### src/rtl/mult_accum_datapath.sv
`timescale 1ns / 1ps
// ---------------------------------------------------------------------------------------------
// mult_accum_datapath
//
// Purpose:
//   Datapath for a shift-add multiplier. It responds to the AccLD/AccCLR/SRSEL strobes from the
//   multiply control FSM. It holds the shifting multiplicand (SR) and the accumulator (ACC),
//   tracks each multiply sequence, and publishes a registered product with a one-cycle Done
//   pulse. A sticky protocol-error flag is also provided.
//
// Parameters:
//   W        operand width; SR, ACC and Product are 2*W bits wide
//
// Ports:
//   clk      in   1     system clock, all state on rising edge
//   rst      in   1     asynchronous, active-high reset
//   A        in   W     multiplicand, loaded into SR when SRSEL==1
//   B        in   W     multiplier, sampled on AccCLR (self-check only)
//   AccLD    in   1     add SR into ACC this cycle
//   AccCLR   in   1     clear ACC and start a new sequence
//   SRSEL    in   2     0=hold 1=load A 2=shift left 3=illegal (hold + SeqErr)
//   Product  out  2W    registered result of the last completed sequence
//   Done     out  1     one-cycle pulse, first cycle Product holds a new result
//   Busy     out  1     high while a sequence is in progress
//   SeqErr   out  1     sticky protocol-error flag, cleared only by rst
//   ChkErr   out  1     sticky self-check mismatch flag
//
// Configuration:
//   MULT_CHECK_EN  when defined, A and B are shadowed on AccCLR. At completion the final ACC is
//                  compared with shadowA*shadowB, and any mismatch sets ChkErr. When the macro
//                  is undefined, ChkErr is tied low and B is unused.
// ---------------------------------------------------------------------------------------------
module mult_accum_datapath #(
   parameter int unsigned W = 4
) (
   input  logic           clk,
   input  logic           rst,
   input  logic [W-1:0]   A,
   input  logic [W-1:0]   B,
   input  logic           AccLD,
   input  logic           AccCLR,
   input  logic [1:0]     SRSEL,
   output logic [2*W-1:0] Product,
   output logic           Done,
   output logic           Busy,
   output logic           SeqErr,
   output logic           ChkErr
);

   localparam int unsigned PW    = 2 * W;
   localparam int unsigned StepW = (W > 1) ? $clog2(W) : 1;
   localparam logic [StepW-1:0] LastStep = StepW'(W - 1);

   typedef enum logic {
      StIdle,
      StArmed
   } state_e;

   state_e           r_state;
   state_e           w_state_next;
   logic [StepW-1:0] r_step;
   logic [StepW-1:0] w_step_next;
   logic [PW-1:0]    r_sr;
   logic [PW-1:0]    w_sr_next;
   logic [PW-1:0]    r_acc;
   logic [PW-1:0]    w_acc_next;
   logic [PW-1:0]    r_product;
   logic             r_done;
   logic             r_seq_err;
   logic             w_complete;
   logic             w_proto_err;

   // ------------------------------------------------------------------------------------------
   // Shift register next state
   // ------------------------------------------------------------------------------------------
   always_comb begin
      w_sr_next = r_sr;
      case (SRSEL)
         2'd0:    w_sr_next = r_sr;
         2'd1:    w_sr_next = {{W{1'b0}}, A};
         2'd2:    w_sr_next = {r_sr[PW-2:0], 1'b0};
         default: w_sr_next = r_sr;
      endcase
   end

   // ------------------------------------------------------------------------------------------
   // Accumulator next state. The add uses the pre-shift SR of the same cycle. The clear wins
   // over the load.
   // ------------------------------------------------------------------------------------------
   always_comb begin
      w_acc_next = r_acc;
      if (AccCLR) begin
         w_acc_next = '0;
      end else if (AccLD) begin
         w_acc_next = r_acc + r_sr;
      end
   end

   assign w_proto_err = (SRSEL == 2'd3) || (AccCLR && AccLD);

   // ------------------------------------------------------------------------------------------
   // Sequence tracker. A clear while armed restarts the count, even in the last bit cycle, so
   // an aborted sequence never completes.
   // ------------------------------------------------------------------------------------------
   always_comb begin
      w_state_next = r_state;
      w_step_next  = r_step;
      w_complete   = 1'b0;
      case (r_state)
         StIdle: begin
            if (AccCLR) begin
               w_state_next = StArmed;
               w_step_next  = '0;
            end
         end
         StArmed: begin
            if (AccCLR) begin
               w_step_next = '0;
            end else if (r_step == LastStep) begin
               w_complete   = 1'b1;
               w_state_next = StIdle;
               w_step_next  = '0;
            end else begin
               w_step_next = r_step + StepW'(1);
            end
         end
         default: begin
            w_state_next = StIdle;
            w_step_next  = '0;
         end
      endcase
   end

   // ------------------------------------------------------------------------------------------
   // State registers
   // ------------------------------------------------------------------------------------------
   always_ff @(posedge clk or posedge rst) begin
      if (rst) begin
         r_state   <= StIdle;
         r_step    <= '0;
         r_sr      <= '0;
         r_acc     <= '0;
         r_product <= '0;
         r_done    <= 1'b0;
         r_seq_err <= 1'b0;
      end else begin
         r_state   <= w_state_next;
         r_step    <= w_step_next;
         r_sr      <= w_sr_next;
         r_acc     <= w_acc_next;
         r_done    <= w_complete;
         r_seq_err <= r_seq_err | w_proto_err;
         if (w_complete) begin
            r_product <= w_acc_next;
         end
      end
   end

   assign Product = r_product;
   assign Done    = r_done;
   assign Busy    = (r_state == StArmed);
   assign SeqErr  = r_seq_err;

   // ------------------------------------------------------------------------------------------
   // Optional self-check against a reference multiply of the operands seen at AccCLR
   // ------------------------------------------------------------------------------------------
`ifdef MULT_CHECK_EN
   logic [W-1:0]  r_shadow_a;
   logic [W-1:0]  r_shadow_b;
   logic [PW-1:0] w_ref_product;
   logic          r_chk_err;

   assign w_ref_product = PW'(r_shadow_a) * PW'(r_shadow_b);

   always_ff @(posedge clk or posedge rst) begin
      if (rst) begin
         r_shadow_a <= '0;
         r_shadow_b <= '0;
         r_chk_err  <= 1'b0;
      end else begin
         if (AccCLR) begin
            r_shadow_a <= A;
            r_shadow_b <= B;
         end
         // Completion never coincides with AccCLR, so the shadows here belong to this run.
         if (w_complete && (w_acc_next != w_ref_product)) begin
            r_chk_err <= 1'b1;
         end
      end
   end

   assign ChkErr = r_chk_err;
`else
   logic w_unused_b;

   // B only feeds the self-check.
   assign w_unused_b = ^B;
   assign ChkErr     = 1'b0;
`endif

endmodule

### config.mk
export PLATFORM = sky130hd
export DESIGN_NAME = mult_accum_datapath
export DESIGN_NICKNAME = d
export VERILOG_FILES = /design/src/rtl/mult_accum_datapath.sv
export SDC_FILE = /design/constraint.sdc
export NUM_CORES = 1
export LEC_CHECK = 0
export BUFFER_PORTS_ARGS = -buffer_cell sky130_fd_sc_hd__buf_2
export CAP_MARGIN = 0
export CORE_MARGIN = 2
export CORE_UTILIZATION = 41
export DETAILED_ROUTE_END_ITERATION = 12
export GPL_TIMING_DRIVEN = 1
export SLEW_MARGIN = 20
export SYNTH_ARGS = -nofsm -noshare
export SYNTH_HDL_FRONTEND = slang
export SYNTH_SLANG_ARGS = --single-unit
### constraint.sdc
create_clock -name clk -period 2.2 [get_ports clk]
set_input_delay 0.33 -clock clk [delete_from_list [all_inputs] [get_ports clk]]
set_output_delay 0.33 -clock clk [all_outputs]
set_load 0.005 [all_outputs]
# Word level (Yosys, flattened, before mapping)
# Index checks and enable logic that the tools add are counted.
# classes
n_addsub	2
n_eq_ne	5
muxes	14
bitwise_logic	2
reduce_logical	3
# op_table
cell	count
8-bit two-way mux	2
8-bit one-hot mux with 2 select lines	1
8-bit adder	1
2-bit == test (second input constant)	3
1-bit two-way mux	6
2-bit two-way mux	3
2-bit one-hot mux with 2 select lines	1
2-bit by 1-bit adder with 2-bit output (second input constant)	1
2-bit by 1-bit == test with 1-bit output (second input constant)	1
2-bit inequality test (second input constant)	1
1-bit one-hot mux with 2 select lines	1
2-bit nonzero test	1
1-bit logical AND	1
1-bit logical OR	1
1-bit NOT	1
1-bit bitwise OR	1
# word_totals
ff_bits	29
in_bits	14
output_inout_bits	12
elab_cells	33

# Depth between registers and ports, before layout
# logic_depth
word_depth	4
depth_mapped	8

# Worst setup path before layout
# No wires, ideal clock.
# synth_timing
path_type	flip-flop to flip-flop
startpoint	register r_sr[0]
endpoint	register r_product[6] (netlist: Product[6])
setup_ns	0.082
arrival_ns	1.927
t_required_ns	2.118
setup_slack_ns	0.191
stages_incl_launch_ff	9
path_buffers	0
synth_period_minus_slack_ns	2.009
path_cell_list	dfrtp_1 > ha_1 > inv_1 > fa_1 > nor2b_4 > o31a_1 > or4b_1 > o311a_1 > a31oi_1
# synth_via
elab_chain_cells	3
# synth_rtl
element	line_no	rtl
start, declared	63	logic [PW-1:0] r_sr;
start signal, assigned	149	r_sr <= w_sr_next;
8-bit adder	95	w_acc_next = r_acc + r_sr;
8-bit two-way mux	94	end else if (AccLD) begin
8-bit two-way mux	92	if (AccCLR) begin
end signal, assigned	154	r_product <= w_acc_next;
end, declared	67	logic [PW-1:0] r_product;
# No other way between the ends.
# A chain may end at the register's enable or synchronous reset.

# Worst setup path after layout
# Ends and elaborated chain as after synthesis.

==> flow_metrics.env <==
export IMPL_worst_path_max_fanout=3
export IMPL_antenna_cells=0
export IMPL_yosysWarnings=0
export IMPL_gp_congestion=0.7420
export IMPL_worstPathRequired_ps=2400
export IMPL_cts_buffers_inserted=5
export IMPL_htreeDepth=2
export IMPL_clk_path_buf_depth=2
export IMPL_cts_sinks=29
export IMPL_die_w_um=64.69
export IMPL_synth_top_cell_area_share_pct=48.05
export IMPL_grt_ovfl_total=0
export IMPL_first_pass_iters=4
export IMPL_synthToLayoutAreaGrowth_pct=15.33
export IMPL_reg2reg_setup_slack_ps=120
export IMPL_synth_ff_type="dfrtp_1"
export IMPL_fin_nets=192
export IMPL_post_place_ws_ps=74.25
export IMPL_port_buffers=20
export IMPL_root_buffer="clkbuf_8"
export IMPL_max_slew_margin_pct=67.25
export IMPL_num_io_pins=26
export IMPL_antenna_found_initial=0
export IMPL_drc_errors=0
export IMPL_yosys_top_cells_count="29 x dfrtp_1, 14 x nand2_1, 14 x nor2_1, 10 x ha_1, 10 x mux2i_1"
export IMPL_fin_area_um2=1742
export IMPL_r2r_cells=8
export IMPL_grt_max_degree=30
export IMPL_worst_slack_ps=123.3
export IMPL_drv_slew=0
export IMPL_syn_area_per_cell_um2=10.42
export IMPL_dpl_cell_area_um2=1650
export IMPL_drive_above_1_share_pct=20.36
export IMPL_viasPerCell=5.014
export IMPL_ant_nets=0
export IMPL_p_leak_uw=0.0008672
export IMPL_fin_crit_ps=2077
export IMPL_via_count=1078
export IMPL_rsz0062_at_grt="no"
export IMPL_routed_wl_um=2713
export IMPL_synth_seq_cells=29
export IMPL_place_hpwl_um=2048
export IMPL_grt_pass1_vias=1059
export IMPL_powerDensity_nw_per_um2=841.9
export IMPL_grt_usage_pct=14.87
export IMPL_r2r_start="r_sr[0]"
export IMPL_synth_edf_count=0
export IMPL_hold_viol=0
export IMPL_skew_ps=5.145
export IMPL_timing_final_crit_share_pct=94.40
export IMPL_final_util_pct=48.30
export IMPL_synth_area_leaders="dfrtp_1 48%, ha_1 8.3%, mux2i_1 6.6%"
export IMPL_syn_area_um2=1510
export IMPL_synth_cell_type_count=39
export IMPL_arrival_ps=2280
export IMPL_synth_nets=170
export IMPL_fmax_mhz=481.5
export IMPL_rows=22
export IMPL_synthCells=145
export IMPL_tns_ps=0
export IMPL_timing_rr_end="Product[6]"
export IMPL_cp_end_kind="flip-flop"
export IMPL_synth_area_leader_cell="dfrtp_1"
export IMPL_die_h_um=64.69
export IMPL_die_area_um2=4185
export IMPL_synth_seq_area_share_pct=48.05
export IMPL_clkSlewWorstSetupHoldPaths_ps=60
export IMPL_tightest_slew_ps=483.6
export IMPL_start_util_pct=41.88
export IMPL_first_iter_violations=44
export IMPL_crit_type="flip-flop to flip-flop"
export IMPL_grt_pass1_wl_um=4747
export IMPL_min_path_type="input pin to asynchronous set/reset pin"
export IMPL_drv_cap=0
export IMPL_wl_per_cell_um=12.62
export IMPL_cts_hold_buf=0
export IMPL_core_um2=3606
export IMPL_cts_tree="done"
export IMPL_yosysMostFrequentCell="dfrtp_1"
export IMPL_status="finished clean"
export IMPL_setup_violations=0
export IMPL_ir_drop_v=0.0004673
export IMPL_worstSkewPairLatency_ps=280
export IMPL_critPathLaunchType="flip-flop"
export IMPL_p_total_uw=1466
export IMPL_ys_async_sr_fraction_pct=100.0
[flip-flops by register name, indices dropped and copies added (netlist names)]
register and count:
Busy 1, r_step 2, Done 1, SeqErr 1, r_acc 8, r_sr 8, Product 8
[report_power, final]
group          total, uW  internal (uW)  switching (uW)
Sequential           685            627            57.4
Combinational        350            174             176
Clock                431            247             184
[worst max path at each step]
stage	end	start	slack, ps
global route	Product[6]	r_sr[0]	10
CTS	Product[6]	r_sr[0]	50
floorplan	Product[6]	r_sr[0]	190
detailed placement	Product[6]	r_sr[0]	70
global placement	Product[6]	r_sr[0]	100
finish	Product[6]	r_sr[0]	120
[per-stage QoR]
stage,hold WS [ps],instances
finish,112.4,215
global route,143.6,215
CTS,119.9,215
global placement,411.0,208
floorplan,407.8,145
detailed placement,420.6,208
[placed cells by master (no fill, tap or decap), types with 2 or more instances in the layout]
cell / netlist / routed
xnor2_1: 3 / 3
buf_2: 1 / 20
nand2_1: 14 / 14
mux2_2: 2 / 2
a22o_1: 5 / 5
or3_1: 2 / 2
nor2_1: 14 / 14
nor2b_1: 2 / 2
o211ai_1: 2 / 2
o21ai_0: 9 / 9
inv_1: 8 / 7
dfrtp_1: 29 / 29
ha_1: 10 / 9
clkbuf_8: 0 / 6
a21o_1: 3 / 3
a21oi_1: 4 / 4
a211oi_1: 2 / 2
mux2i_1: 10 / 10
[metal layers]
metal	wire, um	GRT usage [%]	up-vias
met5	0	0	-
li1	-	-	552
met1	1277	18.05	509
met2	1319	24.35	15
met3	111	6.250	2
met4	5	3.989	0
[critical path, stage by stage (launching register included)]
cell and delay, ps:
dfrtp_1 400, ha_2 210, inv_2 60, fa_2 230, nor2b_4 50, o31a_1 260
or4b_1 470, o311a_1 160, a31oi_1 170
[final cells by class]
class | instances | area, um2
tap | 48 | 60.06
clock buffer | 7 | 86.33
sequential | 29 | 725.7
multi-input combinational | 101 | 728.2
fill | 346 | 1864
timing repair buffer | 21 | 107.6
inverter | 9 | 33.78
[cells by family after synthesis]
group,count (synthesis),synth area share (%)
AO/OA/AOI/OAI,35,15.74
XOR/XNOR,3,1.740
adder cells (fa/ha/maj),11,9.611
buffers and inverters,15,4.059
flip-flops,29,48.05
multiplexers,12,8.119
other,1,0.2483
AND/OR/NAND/NOR,39,12.43
[repair_timing]
item                       CTS  global route
buffers inserted             0             0
setup endpoints to repair    0             2
gates resized for setup      0             3
Power figures use the tool's default switching activity.
